**src/rtl/dev_bridge_pkg.sv**
```systemverilog
// rtl/dev_bridge_pkg.sv - shared constants and FSM encoding for the CPU-to-device register bridge
package dev_bridge_pkg;
    localparam int          DEV_ADDR_WD = 2;
    localparam logic [31:0] DEV_BASE    = 32'h0000_7F00;
    localparam logic [31:0] DEV_STRIDE  = 32'h0000_0010;
    localparam logic [31:0] IRQ_ADDR    = 32'h0000_7F20;

    typedef enum logic [1:0] {
        ST_IDLE  = 2'd0,
        ST_WRITE = 2'd1,
        ST_READ  = 2'd2,
        ST_RESP  = 2'd3
    } state_t;
endpackage

```
**src/rtl/bridge_addr_dec.sv**
```systemverilog
// rtl/bridge_addr_dec.sv - combinational address decode to one-hot device hit; IRQ register mapped only under BRIDGE_IRQ_LATCH_EN
module bridge_addr_dec
    import dev_bridge_pkg::*;
#(
    parameter int NUM_DEV = 2
) (
    input  logic [31:0]        addr,
    output logic [NUM_DEV-1:0] hit,
    output logic               irq_hit,
    output logic               unmapped
);
    logic [31:0] base;
    logic        unused_bits;

    // Byte offset within a word never affects the decode.
    assign unused_bits = ^addr[1:0];

    always_comb begin
        hit  = '0;
        base = DEV_BASE;
        for (int k = 0; k < NUM_DEV; k++) begin
            base   = DEV_BASE + DEV_STRIDE * 32'(k);
            hit[k] = (addr[31:4] == base[31:4]) && (addr[3:2] != 2'b11);
        end
`ifdef BRIDGE_IRQ_LATCH_EN
        // A device window overlapping the IRQ register takes priority.
        irq_hit = (addr[31:2] == IRQ_ADDR[31:2]) && (hit == '0);
`else
        irq_hit = 1'b0;
`endif
        unmapped = (hit == '0) && !irq_hit;
    end
endmodule

```
**src/rtl/dev_bridge.sv**
```systemverilog
// rtl/dev_bridge.sv - CPU bus to register-mapped device bridge; BRIDGE_IRQ_LATCH_EN enables sticky W1C interrupt pending register
module dev_bridge
    import dev_bridge_pkg::*;
#(
    parameter int NUM_DEV = 2
) (
    input  logic                   clk_i,
    input  logic                   rst_n_i,
    input  logic [31:0]            cpu_addr_i,
    input  logic                   cpu_re_i,
    input  logic                   cpu_we_i,
    input  logic [31:0]            cpu_wdat_i,
    output logic [31:0]            cpu_rdat_o,
    output logic                   cpu_stall_o,
    output logic                   cpu_err_o,
    output logic [DEV_ADDR_WD-1:0] dev_add_o,
    output logic [31:0]            dev_dat_o,
    output logic [NUM_DEV-1:0]     dev_we_o,
    input  logic [NUM_DEV*32-1:0]  dev_dat_i,
    input  logic [NUM_DEV-1:0]     dev_irq_i,
    output logic [5:0]             hwint_o
);
    state_t             state, state_nxt;
    logic [NUM_DEV-1:0] hit, tgt_q, irq_lines;
    logic               irq_hit, unmapped, irq_sel_q, accept;
    logic [31:0]        rdat_q, rdat_mux;

    bridge_addr_dec #(.NUM_DEV(NUM_DEV)) u_dec (
        .addr     (cpu_addr_i),
        .hit      (hit),
        .irq_hit  (irq_hit),
        .unmapped (unmapped)
    );

    // Request-driven outputs are gated by reset so they drop immediately.
    always_comb begin
        state_nxt   = state;
        cpu_stall_o = 1'b0;
        cpu_err_o   = 1'b0;
        dev_we_o    = '0;
        accept      = 1'b0;
        case (state)
            ST_IDLE: begin
                if ((cpu_re_i || cpu_we_i) && rst_n_i) begin
                    if (unmapped) begin
                        cpu_err_o = 1'b1;
                    end else begin
                        accept      = 1'b1;
                        cpu_stall_o = 1'b1;
                        state_nxt   = cpu_we_i ? ST_WRITE : ST_READ;
                    end
                end
            end
            ST_WRITE: begin
                dev_we_o  = tgt_q;
                state_nxt = ST_IDLE;
            end
            ST_READ: begin
                cpu_stall_o = 1'b1;
                state_nxt   = ST_RESP;
            end
            ST_RESP:  state_nxt = ST_IDLE;
            default:  state_nxt = ST_IDLE;
        endcase
    end

    always_comb begin
        rdat_mux = '0;
        for (int k = 0; k < NUM_DEV; k++)
            if (tgt_q[k]) rdat_mux = dev_dat_i[32*k +: 32];
        if (irq_sel_q) rdat_mux = 32'(irq_lines);
    end

    assign cpu_rdat_o = (state == ST_RESP) ? rdat_mux : rdat_q;

    always_ff @(posedge clk_i or negedge rst_n_i) begin
        if (!rst_n_i) begin
            state     <= ST_IDLE;
            tgt_q     <= '0;
            irq_sel_q <= 1'b0;
            dev_add_o <= '0;
            dev_dat_o <= '0;
            rdat_q    <= '0;
        end else begin
            state <= state_nxt;
            if (accept) begin
                dev_add_o <= cpu_addr_i[2 +: DEV_ADDR_WD];
                tgt_q     <= hit;
                irq_sel_q <= irq_hit;
                if (cpu_we_i) dev_dat_o <= cpu_wdat_i;
            end
            if (state == ST_RESP) rdat_q <= rdat_mux;
        end
    end

`ifdef BRIDGE_IRQ_LATCH_EN
    logic [NUM_DEV-1:0] irq_prev, pending, clr;

    assign clr = (state == ST_WRITE && irq_sel_q) ? dev_dat_o[NUM_DEV-1:0] : '0;

    // Set wins over a same-cycle write-1-to-clear.
    always_ff @(posedge clk_i or negedge rst_n_i) begin
        if (!rst_n_i) begin
            irq_prev <= '0;
            pending  <= '0;
        end else begin
            irq_prev <= dev_irq_i;
            pending  <= (pending & ~clr) | (dev_irq_i & ~irq_prev);
        end
    end

    assign irq_lines = pending;
`else
    assign irq_lines = rst_n_i ? dev_irq_i : '0;
`endif

    assign hwint_o = 6'(irq_lines);
endmodule
```
**config.mk**
```make
export PLATFORM = sky130hd
export DESIGN_NAME = dev_bridge
export DESIGN_NICKNAME = d
export VERILOG_FILES = /design/src/rtl/dev_bridge_pkg.sv /design/src/rtl/bridge_addr_dec.sv /design/src/rtl/dev_bridge.sv
export SDC_FILE = /design/constraint.sdc
export NUM_CORES = 1
export LEC_CHECK = 0
export BUFFER_PORTS_ARGS = -buffer_cell sky130_fd_sc_hd__clkbuf_2
export CORE_ASPECT_RATIO = 0.9
export CORE_UTILIZATION = 42
export DETAILED_ROUTE_END_ITERATION = 12
export GPL_TIMING_DRIVEN = 0
export PLACE_DENSITY_LB_ADDON = 0.3
export SLEW_MARGIN = 10
export SYNTH_ARGS = -nofsm -noshare
export SYNTH_HDL_FRONTEND = slang
export SYNTH_HIERARCHICAL = 1
export SYNTH_SLANG_ARGS = --single-unit
```
**constraint.sdc**
```tcl
create_clock -name clk_i -period 2.5 [get_ports clk_i]
set_clock_uncertainty 0.15 [all_clocks]
set_input_delay 0.5 -clock clk_i [delete_from_list [all_inputs] [get_ports clk_i]]
set_output_delay 0.5 -clock clk_i [all_outputs]
set_load 0.01 [all_outputs]
```
==> results.py <==
metrics = {
    "worst_setup_path": {
        "worstPathMaxFanout": 3,
        "r2r_setup_slack_ps": 820,
        "worstSetupPathType": "in -> out",
        "timing.rr.end": "tgt_q[1]$_DFFE_PN0P_",
        "rr_startpoint": "state[1]$_DFFE_PN0P_",
        "cp.arrival_ps": 2030,
        "r2r_cells": 5,
        "start_kind": "input port",
        "crit_path_end_kind": "primary output",
        "worstPathRequired_ps": 1850,
    },
    "sta": {
        "period_share_pct": 107,
        "fmax_ghz": 0.373,
        "tightest_slew_ps": 920,
        "layout_min_cycle_time_ps": 2680,
        "fin_ws_ps": -183,
        "fin_tns_setup_ps": -183,
        "setup_viol": 1,
        "rsz0062_at_grt": "true",
        "relSlewSlack_pct": 38.5,
        "final-hold-violation-count": 0,
        "slew_viol_final": 0,
        "whs_ps": 40.5,
    },
    "placement": {
        "gp_congestion": 0.785,
        "port_buffers": 203,
        "placed_cell_area_sq_um": 4350,
        "hpwl_microns": 6390,
    },
    "clock_tree": {
        "cts_tree": "built",
        "clk_path_buf_depth": 2,
        "cts_root_buf": "clkbuf_8",
        "insertion_delay_ps": 330,
        "numCtsBuffers": 9,
        "clkSlewWorstSetupHoldPaths_ps": 70,
        "clock-sinks": 71,
        "htreeDepth": 3,
    },
    "die": {
        "rows": 29,
        "die_w_microns": 93.6,
        "ios": 210,
        "die_h_microns": 84.5,
        "core_area_sq_um": 7180,
        "start_util_pct": 44.2,
        "die_area_sq_um": 7910,
    },
    "synthesis": {
        "synth_area_sq_um": 3170,
        "ys_ff_latch": 71,
        "yosysWarnings": 6,
        "synthArstFlopShare_pct": 100,
        "synth_area_leaders": "dfrtp_1, mux2_2, a22oi_1",
        "synth_cell_types": 35,
        "synth-edff-count": 0,
        "syn_inst": 267,
        "avgSynthCellArea_sq_um": 11.9,
        "synth_top_area_cell": "dfrtp_1",
        "netlist.area_leader.share_pct": 56.0,
        "yosys_most_used_dff": "dfrtp_1",
        "ys_seq_area_share_pct": 56.0,
    },
    "global_route": {
        "gr-total-overflow": 0,
        "grt_usage_pct": 21.1,
        "antenna_found_initial": 0,
        "grt_start_max_net_pins": 40,
        "grt_pass1_vias": 2738,
        "grt_pass1_wl_microns": 12800,
    },
    "routing": {
        "final_antenna_net_count": 0,
        "num_vias": 2872,
        "firstDrtPassIters": 7,
        "viasPerCell": 4.86,
        "drc_errors": 0,
        "dr.first_iter.drc_count": 69,
        "post_drt_wl_per_cell_microns": 14.1,
        "wl_microns": 8360,
    },
    "power_and_ir_drop": {
        "power_mw": 2.51,
        "p_switching_mw": 0.480,
        "clkPwrFrac_pct": 48.0,
        "powerDensity_nw_per_um2": 531,
        "switching_share_pct": 19.1,
        "p_leak_nw": 2.59,
        "peakVddDrop_v": 0.000441,
        "p_seq_share_pct": 45.7,
        "p_int_mw": 2.03,
        "combPwrFrac_pct": 6.3,
    },
    "status": {
        "status": "complete, but fails checks",
        "failed_checks": "setup timing",
    },
    "min_path": {
        "hp-class": "in -> async",
    },
    "final_layout": {
        "syn2layout_area_growth_pct": 49.1,
        "antenna_cells": 0,
        "drive_above_1_share_pct": 60.0,
        "final_common_cell": "clkbuf_2",
        "fillCellCount": 589,
        "finalNetCount": 627,
        "layout_common_cells": "clkbuf_2, dfrtp_1, nand2_1",
        "final_area_sq_um": 4730,
    },
    "flow_run": {
        "cap_violations": 0,
    },
}
## through the flow
stage / instances / util [%] / setup slack (ps)
2_1_floorplan: 270 / - / 0.314
3_3_place_gp: 566 / 60.2 / -883
3_5_place_dp: 567 / 60.5 / -300
4_1_cts: 585 / 64.6 / -238
5_1_grt: 591 / 65.8 / -302
6_report: 591 / 65.8 / -183
## cell families after synthesis
logic type | after synthesis | synth area share [%]
AO/OA/AOI/OAI | 65 | 12.9
multiplexers | 37 | 14.3
AND/OR/NAND/NOR | 70 | 12.0
buffers and inverters | 22 | 4.50
flip-flops | 71 | 56.0
other | 2 | 0.237
## per-layer routing
layer  part of all wire (%)  global-route usage [%]  up-vias
met5                      0                       0        -
met4                    2.0                    8.53        0
met3                    5.1                    4.53       17
met1                     41                    25.7     1343
met2                     52                    36.4      108
li1                       -                       -     1404
## state kept, by name, summed over array words and instances (netlist names)
name	flops
tgt_q	2
dev_add_o	2
state	2
rdat_q	32
dev_dat_o	32
irq_sel_q	1
## Yosys cell counts, drive strengths merged (3+ instances only)
cell type  instances
buf               17
dfrtp             71
nor2b              3
nand2             37
mux2              37
nor4               5
a22oi             29
o21ai             30
and3b              3
clkbuf             5
nor2               4
nor3               3
## final cells by class
cell class              count  area (sq um)  share of cell area, %
repair buffers            212          1100                   23.3
clock buffers              11           141                   2.99
well taps                  93           116                   2.46
flip-flops and latches     71          1780                   37.6
multi-input cells         177          1300                   27.5
plain buffers              22           161                   3.41
clock inverters             5           129                   2.72
## power by group through the flow
stage	sequential, mW	clock [mW]	combinational (mW)
2_1_floorplan	1.17	0	0.0195
3_3_place_gp	1.17	0	0.145
3_5_place_dp	1.17	0	0.152
4_1_cts	1.15	1.24	0.153
5_1_grt	1.15	1.27	0.174
6_report	1.15	1.21	0.157
## worst max-delay path by stage
| stage | cells after the start | slack, ps | from | end |
|---|---|---|---|---|
| floorplan | 6 | 0.3 | cpu_addr_i[15] | cpu_stall_o |
| global placement | 5 | -880 | rst_n_i | cpu_rdat_o[0] |
| detailed placement | 8 | -300 | cpu_addr_i[23] | cpu_stall_o |
| CTS | 8 | -240 | cpu_addr_i[19] | cpu_stall_o |
| global route | 8 | -300 | cpu_addr_i[19] | cpu_stall_o |
| finish | 8 | -180 | cpu_addr_i[15] | cpu_stall_o |
## what timing repair did
item	4_1_cts	5_1_grt
gates cloned	0	0
hold endpoints to repair	0	15
hold buffers	0	2
endpoints found under the setup margin	23	31
setup buffers	2	4
pin swaps	2	2
resized for setup	5	20
## worst max-delay path, stage by stage
cell and delay [ps]:
clkbuf_2 80, nor4b_2 250, nand2_1 100, or4_4 540, and2b_2 250, a21oi_2 70, nor2_2 100, buf_2 140
Note: power is estimated with default switching activity, not from simulation.
